**config.mk**
```make
export PLATFORM = sky130hd
export DESIGN_NAME = instr_fetch
export DESIGN_NICKNAME = d
export VERILOG_FILES = /design/src/rtl/my_risc_pkg.sv /design/src/rtl/instr_queue.sv /design/src/rtl/instr_fetch.sv
export SDC_FILE = /design/constraint.sdc
export NUM_CORES = 1
export LEC_CHECK = 0
export ABC_AREA = 1
export CORE_MARGIN = 8
export CORE_UTILIZATION = 54
export DETAILED_ROUTE_END_ITERATION = 12
export PLACE_DENSITY_LB_ADDON = 0.25
export SYNTH_ARGS = -nofsm -noshare
export SYNTH_HDL_FRONTEND = slang
export SYNTH_HIERARCHICAL = 1
export SYNTH_SLANG_ARGS = --single-unit
```
**constraint.sdc**
```tcl
create_clock -name clk -period 8.4 [get_ports clk]
set_input_delay 2.1 -clock clk [delete_from_list [all_inputs] [get_ports clk]]
set_output_delay 2.1 -clock clk [all_outputs]
set_load 0.05 [all_outputs]
```
**src/rtl/my_risc_pkg.sv**
```systemverilog
// Shared fetch-side types and constants for the my_risc core.
package my_risc_pkg;

    localparam int unsigned XLEN = 32;

    typedef logic [XLEN-1:0] pc_t;

    localparam logic [XLEN-1:0] NOP_INSTR        = 32'h0000_0013;
    localparam pc_t             RESET_PC_DEFAULT = 32'h0000_0000;

    // One decoded-side queue entry: the word and the address it came from.
    typedef struct packed {
        logic [XLEN-1:0] instr;
        pc_t             pc;
    } fetch_entry_t;

endpackage

```
**src/rtl/instr_queue.sv**
```systemverilog
// Small synchronous FIFO of fetched instructions with flush, count and full/empty.
module instr_queue
    import my_risc_pkg::*;
#(
    parameter int unsigned DEPTH = 2
) (
    input  logic                         clk,
    input  logic                         rst_n,
    input  logic                         push,
    input  fetch_entry_t                 din,
    input  logic                         pop,
    input  logic                         flush,
    output fetch_entry_t                 head,
    output logic [$clog2(DEPTH+1)-1:0]   count,
    output logic                         full,
    output logic                         empty
);

    localparam int unsigned CW = $clog2(DEPTH + 1);
    localparam int unsigned AW = (DEPTH > 1) ? $clog2(DEPTH) : 1;

    fetch_entry_t    mem [DEPTH];
    logic [AW-1:0]   rd_ptr_q;
    logic [AW-1:0]   wr_ptr_q;
    logic [CW-1:0]   count_q;
    logic            do_push;
    logic            do_pop;

    function automatic logic [AW-1:0] ptr_inc(input logic [AW-1:0] p);
        return (p == AW'(DEPTH - 1)) ? '0 : p + AW'(1);
    endfunction

    assign full    = (count_q == CW'(DEPTH));
    assign empty   = (count_q == '0);
    assign count   = count_q;
    assign head    = mem[rd_ptr_q];
    assign do_pop  = pop && !empty;
    // A push into a full queue is only legal when the head leaves in the same cycle.
    assign do_push = push && (!full || do_pop);

    always_ff @(posedge clk or negedge rst_n) begin
        if (!rst_n) begin
            rd_ptr_q <= '0;
            wr_ptr_q <= '0;
            count_q  <= '0;
        end else if (flush) begin
            rd_ptr_q <= '0;
            wr_ptr_q <= '0;
            count_q  <= '0;
        end else begin
            if (do_push) wr_ptr_q <= ptr_inc(wr_ptr_q);
            if (do_pop)  rd_ptr_q <= ptr_inc(rd_ptr_q);
            count_q <= count_q + CW'(do_push) - CW'(do_pop);
        end
    end

    always_ff @(posedge clk) begin
        if (do_push && !flush) mem[wr_ptr_q] <= din;
    end

    push_overflow: assert property (@(posedge clk) disable iff (!rst_n)
                                    !(push && full && !pop));

endmodule

```
**src/rtl/instr_fetch.sv**
```systemverilog
// Instruction fetch: PC, credit-limited imem requests, in-order response queue, redirect/drop.
// Optional build macro IFETCH_MISALIGN_CHK_EN halts fetch on an unaligned redirect target.
module instr_fetch
    import my_risc_pkg::*;
#(
    parameter pc_t         RESET_PC = RESET_PC_DEFAULT,
    parameter int unsigned QDEPTH   = 2
) (
    input  logic        clk,
    input  logic        rst_n,
    output logic        imem_req_valid,
    input  logic        imem_req_ready,
    output logic [31:0] imem_req_addr,
    input  logic        imem_rsp_valid,
    input  logic [31:0] imem_rsp_data,
    output logic        instr_valid,
    input  logic        instr_ready,
    output logic [31:0] instr,
    output logic [31:0] instr_pc,
    input  logic        redirect_valid,
    input  logic [31:0] redirect_pc,
    output logic        fetch_misalign
);

    localparam int unsigned CW = $clog2(QDEPTH + 1);
    localparam int unsigned SW = CW + 1;

    pc_t           pc_q, pc_d;
    pc_t           rsp_pc_q, rsp_pc_d;
    pc_t           last_pc_q;
    pc_t           redirect_tgt;
    logic [CW-1:0] outstanding_q, outstanding_d;
    logic [CW-1:0] drop_q, drop_d;
    logic [SW-1:0] inflight;
    logic          running_q;
    logic          halted;
    logic          credit_ok;
    logic          req_fire;
    logic          rsp_drop;

    logic          q_push, q_pop, q_full, q_empty;
    logic [CW-1:0] q_count;
    fetch_entry_t  q_din, q_head;

    instr_queue #(.DEPTH(QDEPTH)) u_queue (
        .clk   (clk),
        .rst_n (rst_n),
        .push  (q_push),
        .din   (q_din),
        .pop   (q_pop),
        .flush (redirect_valid),
        .head  (q_head),
        .count (q_count),
        .full  (q_full),
        .empty (q_empty)
    );

`ifdef IFETCH_MISALIGN_CHK_EN
    logic halted_q;
    logic misalign_q;

    // An unaligned target parks the fetcher until the next aligned redirect.
    always_ff @(posedge clk or negedge rst_n) begin
        if (!rst_n) begin
            halted_q   <= 1'b0;
            misalign_q <= 1'b0;
        end else begin
            misalign_q <= redirect_valid && (redirect_pc[1:0] != 2'b00);
            if (redirect_valid) halted_q <= (redirect_pc[1:0] != 2'b00);
        end
    end

    assign halted         = halted_q;
    assign fetch_misalign = misalign_q;
    assign redirect_tgt   = redirect_pc;
`else
    assign halted         = 1'b0;
    assign fetch_misalign = 1'b0;
    assign redirect_tgt   = redirect_pc & 32'hFFFF_FFFC;
`endif

    // Issue, response accounting and redirect bookkeeping.
    always_comb begin
        inflight       = {1'b0, outstanding_q} + {1'b0, q_count};
        credit_ok      = !q_full && (inflight < SW'(QDEPTH));
        imem_req_valid = running_q && credit_ok && !redirect_valid && !halted;
        req_fire       = imem_req_valid && imem_req_ready;

        rsp_drop = imem_rsp_valid && (drop_q != '0);
        q_push   = imem_rsp_valid && (drop_q == '0);
        q_din    = '{instr: imem_rsp_data, pc: rsp_pc_q};
        q_pop    = instr_valid && instr_ready;

        outstanding_d = outstanding_q + CW'(req_fire) - CW'(imem_rsp_valid);

        pc_d     = pc_q;
        rsp_pc_d = rsp_pc_q;
        drop_d   = drop_q;
        if (redirect_valid) begin
            pc_d     = redirect_tgt;
            rsp_pc_d = redirect_tgt;
            drop_d   = outstanding_d;
        end else begin
            if (req_fire) pc_d     = pc_q + 32'd4;
            if (q_push)   rsp_pc_d = rsp_pc_q + 32'd4;
            if (rsp_drop) drop_d   = drop_q - CW'(1);
        end
    end

    always_ff @(posedge clk or negedge rst_n) begin
        if (!rst_n) begin
            pc_q          <= RESET_PC;
            rsp_pc_q      <= RESET_PC;
            last_pc_q     <= RESET_PC;
            outstanding_q <= '0;
            drop_q        <= '0;
            running_q     <= 1'b0;
        end else begin
            pc_q          <= pc_d;
            rsp_pc_q      <= rsp_pc_d;
            outstanding_q <= outstanding_d;
            drop_q        <= drop_d;
            running_q     <= 1'b1;
            if (instr_valid) last_pc_q <= q_head.pc;
        end
    end

    assign imem_req_addr = pc_q;
    assign instr_valid   = !q_empty && !halted;
    assign instr         = instr_valid ? q_head.instr : NOP_INSTR;
    assign instr_pc      = instr_valid ? q_head.pc : last_pc_q;

endmodule

```
==> flow_summary.html <==
<table>
<tr><th>Metric</th><th>Value</th></tr>
<tr><th colspan="2">Status</th></tr>
<tr><td>Outcome</td><td>complete, no violations</td></tr>
<tr><th colspan="2">Global route</th></tr>
<tr><td>Largest net degree at the start of global routing</td><td>75</td></tr>
<tr><td>Via count of the first global-routing pass</td><td>between 8000 and 9000</td></tr>
<tr><td>Global-route wire length before repair</td><td>~42 mm</td></tr>
<tr><td>Antenna violations before repair</td><td>0</td></tr>
<tr><td>Overflow left after global routing</td><td>0</td></tr>
<tr><td>Overall track demand over capacity in global routing</td><td>between 20% and 30%</td></tr>
<tr><th colspan="2">Detailed routing</th></tr>
<tr><td>Routed vias/inst</td><td>roughly 5.0</td></tr>
<tr><td>Violation count after the first detailed-routing iteration</td><td>about 620</td></tr>
<tr><td>WL per Instance</td><td>about 15 µm</td></tr>
<tr><td>Pre-antenna DRT Iters</td><td>6</td></tr>
<tr><td>Detailed-route via count</td><td>around 8600</td></tr>
<tr><td>Post-route antenna net violation count</td><td>0</td></tr>
<tr><td>DRC Markers</td><td>0</td></tr>
<tr><td>Final routed wirelength across all metal layers</td><td>between 20 and 30 mm</td></tr>
<tr><th colspan="2">STA</th></tr>
<tr><td>Max-slew violation count</td><td>0</td></tr>
<tr><td>Final setup violating endpoints</td><td>0</td></tr>
<tr><td>Share of the clock period used by the worst path</td><td>a little over two thirds</td></tr>
<tr><td>Worst slew margin relative to its limit</td><td>23.3%</td></tr>
<tr><td>Max Clock Freq</td><td>roughly 170 MHz</td></tr>
<tr><td>Final critical delay including setup and external delays</td><td>5920 ps</td></tr>
<tr><td>Hold violation count in the final report</td><td>0</td></tr>
<tr><td>Setup repair after global routing missed its margin</td><td>no</td></tr>
<tr><td>Worst Max-Slew Pin Slew</td><td>about 1100 ps</td></tr>
<tr><td>Total Neg Setup Slack</td><td>0 ps</td></tr>
<tr><td>Post-Route Skew</td><td>~11 ps</td></tr>
<tr><th colspan="2">Critical path</th></tr>
<tr><td>Worst setup path category</td><td>in -&gt; out</td></tr>
<tr><td>Cell breakdown of the critical path</td><td>buf_2 &gt; nor2_2 &gt; nand2_1 &gt; nor3_4 &gt; clkdlybuf4s50_1</td></tr>
<tr><td>Longest individual stage delay on the worst path</td><td>840 ps</td></tr>
<tr><td>CP arrival</td><td>about 3800 ps</td></tr>
<tr><td>Crit Path Max Fanout</td><td>between 40 and 50</td></tr>
<tr><td>Req. time, crit path</td><td>around 6300 ps</td></tr>
<tr><td>Startpoint kind of the worst setup timing path</td><td>input pin</td></tr>
<tr><td>Library cell contributing the largest single delay on the critical path</td><td>clkdlybuf4s50_1</td></tr>
<tr><td>Delay-heaviest family, CP</td><td>buffers and inverters</td></tr>
<tr><td>Combined buffer and inverter count along the critical path</td><td>2</td></tr>
<tr><td>Endpoint class of the critical path</td><td>output port</td></tr>
<tr><th colspan="2">CTS</th></tr>
<tr><td>Clock tree buffer depth</td><td>3</td></tr>
<tr><td>Root Buffer</td><td>clkbuf_16</td></tr>
<tr><td>Number of setup buffers added after CTS</td><td>0</td></tr>
<tr><td>TritonCTS buffer count</td><td>23</td></tr>
<tr><td>Clock latency at the later pin of the worst-skew pair</td><td>500 ps</td></tr>
<tr><td>Post-cts hold buffer count</td><td>0</td></tr>
<tr><td>CTS tree</td><td>built</td></tr>
<tr><td>Clock edge transition at the registers on the reported setup and hold paths</td><td>about 60 ps</td></tr>
<tr><td>Post-cts gate resize count</td><td>0</td></tr>
<tr><td>Clock tree sinks</td><td>229</td></tr>
<tr><td>Number of levels in the clock H-tree</td><td>1</td></tr>
<tr><th colspan="2">Logic synthesis</th></tr>
<tr><td>Top area cells in the synthesized netlist</td><td>edfxtp_1 35%, dfrtp_1 23%, nand2_1 19%</td></tr>
<tr><td>Synth cell count leaders</td><td>540 x nand2_1, 128 x edfxtp_1, 127 x inv_1</td></tr>
<tr><td>Number of synthesis warnings</td><td>6</td></tr>
<tr><td>Most common cell in the synthesized netlist</td><td>nand2_1</td></tr>
<tr><td>Area of the mapped netlist</td><td>~11000 µm²</td></tr>
<tr><td>Mean post-synth cell area</td><td>roughly 8.7 µm²</td></tr>
<tr><td>Fraction of synthesis flops using an asynchronous set or reset pin</td><td>around 44%</td></tr>
<tr><td>Count of distinct cell types in the synthesized netlist</td><td>39</td></tr>
<tr><td>Flip-flop cell with the highest count after synthesis</td><td>edfxtp_1</td></tr>
<tr><td>Portion of the post-synthesis area used by sequential elements</td><td>between 50 and 60%</td></tr>
<tr><td>Post-synth top area cell</td><td>edfxtp_1</td></tr>
<tr><td>Synthesized flop and latch total</td><td>229</td></tr>
<tr><td>Post-synth top area share</td><td>35.3%</td></tr>
<tr><td>Number of instances in the synthesized netlist</td><td>between 1000 and 1500</td></tr>
<tr><td>Number of synthesized flops with an enable pin</td><td>between 100 and 150</td></tr>
<tr><th colspan="2">Floorplan</th></tr>
<tr><td>Number of placed I/O pins</td><td>between 150 and 200</td></tr>
<tr><td>Die Outline Area</td><td>about 25000 µm²</td></tr>
<tr><td>Initial standard-cell utilization of the core</td><td>54.3%</td></tr>
<tr><td>Total core area</td><td>~20000 µm²</td></tr>
<tr><td>Horizontal die dimension</td><td>~160 µm</td></tr>
<tr><td>Row cnt</td><td>52</td></tr>
<tr><td>Vertical die dimension</td><td>between 150 and 200 µm</td></tr>
<tr><th colspan="2">Layout</th></tr>
<tr><td>Area of all placed cells without fillers</td><td>between 10000 and 15000 µm²</td></tr>
<tr><td>Fraction of the core area covered by cells at the end of the flow</td><td>about two thirds</td></tr>
<tr><td>Area taken by multi-input logic gates</td><td>3810 µm²</td></tr>
<tr><td>Area overhead of the layout relative to synthesis</td><td>22.8%</td></tr>
<tr><td>Net count of the finished layout</td><td>~1500</td></tr>
<tr><td>Fillcell total</td><td>1640</td></tr>
<tr><td>Flip-flop and latch area</td><td>~6400 µm²</td></tr>
<tr><td>Post-route non-filler standard cell count</td><td>1700</td></tr>
<tr><td>Inserted Diodes</td><td>0</td></tr>
<tr><td>Fraction of layout instances using a drive strength above 1</td><td>about 4.7%</td></tr>
<tr><th colspan="2">Placement</th></tr>
<tr><td>Placed cell areas</td><td>~13000 µm²</td></tr>
<tr><td>Instance count after placement with tap cells included</td><td>1659</td></tr>
<tr><td>Buffers on Ports</td><td>~160</td></tr>
<tr><td>HPWL after DPL</td><td>around 18 mm</td></tr>
<tr><td>Global placer's final weighted congestion</td><td>roughly 0.92</td></tr>
<tr><th colspan="2">Power</th></tr>
<tr><td>Total power density per cell area</td><td>~330 nW/µm²</td></tr>
<tr><td>Maximum vdd ir drop</td><td>around 0.2 mV</td></tr>
<tr><td>Leakage power of the design</td><td>just under 6 nW</td></tr>
<tr><th colspan="2">Job</th></tr>
<tr><td>Reported max-cap violation count</td><td>0</td></tr>
<tr><th colspan="2">Worst hold path</th></tr>
<tr><td>Worst min-delay path class</td><td>reg -&gt; reg</td></tr>
</table>
-- sequential cells by signal, indices dropped and copies added, names as in the netlist --
name,count
rsp_pc_q,30
last_pc_q,32
drop_q,2
imem_req_addr,30
u_queue/mem,128
u_queue/wr_ptr_q,1
u_queue/count,2
u_queue/rd_ptr_q,1
outstanding_q,2
running_q,1
-- final timing paths --
check	start	endpoint	slack (ps)	cells past startpoint
max	redirect_valid	imem_req_valid	2480	5
min	last_pc_q[27]	last_pc_q[27]	470	2
max reg2reg	u_queue/count[1]	u_queue/mem[1][34]	5590	8
min reg2reg	last_pc_q[27]	last_pc_q[27]	470	2
max in group asynchronous	rst_n	rsp_pc_q[6]	5580	2
min in group asynchronous	rst_n	last_pc_q[30]	1520	1
-- worst min-delay path: cells and delay by family, from the launching register on --
| family | cells | cell delay (ps) |
|---|---|---|
| flops | 1 | 320 |
| simple gates | 2 | 120 |
-- where the power goes --
group,total [W],internal (W),switching (W)
logic,0.00188,0.000560,0.00132
registers,0.00155,0.00141,0.000141
clock network,0.000947,0.000543,0.000403
total,0.00438,0.00252,0.00186
-- metrics by stage --
stage,worst slack (ps),power (W),hold slack (ps)
after floorplan,1000,0.00283,464
after global placement,2520,0.00343,457
after detailed placement,2450,0.00346,462
after CTS,2450,0.00441,479
after global routing,2390,0.00461,501
final,2480,0.00438,473
-- kinds of logic after synthesis --
kind of cell,after synthesis,share of synthesized area [%]
adder cells (fa/ha/maj),7,0.873
other,2,0.0690
buffers and inverters,171,6.86
AO/OA/AOI/OAI,71,4.02
AND/OR/NAND/NOR,749,27.6
XOR/XNOR,26,2.09
flip-flops,229,58.5
-- layout make-up --
class | count | share of cell area (%)
clock buffers | 30 | 4.58
clock inverters | 11 | 0.599
inverters | 130 | 3.68
multi-input cells | 861 | 28.5
flip-flops and latches | 229 | 47.7
well taps | 270 | 2.53
repair buffers | 169 | 12.5
-- metal layers --
layer | vias up | track usage (%) | routed length [µm]
li1 | 4281 | - | -
met4 | 0 | 6.51 | 522
met2 | 315 | 35.1 | 12300
met5 | - | 0 | 0
met1 | 3948 | 27.9 | 11200
met3 | 39 | 3.66 | 2100
-- cell usage in the layout, fill, tap and decap left out, types with 2 or more instances in the layout --
cell type	instances
dfrtp_1	100
nand3_1	62
inv_2	2
nand2_1	540
a31oi_1	3
clkdlybuf4s50_1	161
nor2_2	7
a21oi_1	9
clkbuf_16	23
o211ai_1	17
ha_1	6
clkinvlp_2	2
buf_4	7
xor2_1	19
nor3_1	4
nor3_2	2
edfxtp_1	128
nand3b_1	3
conb_1	8
nand2_4	2
o21ai_0	29
or2_2	3
clkbuf_1	6
inv_1	126
nor2_1	111
nand4_1	9
clkinv_2	9
o21bai_1	8
xnor2_1	7
o22ai_1	2
Power figures use the tool's default switching activity.
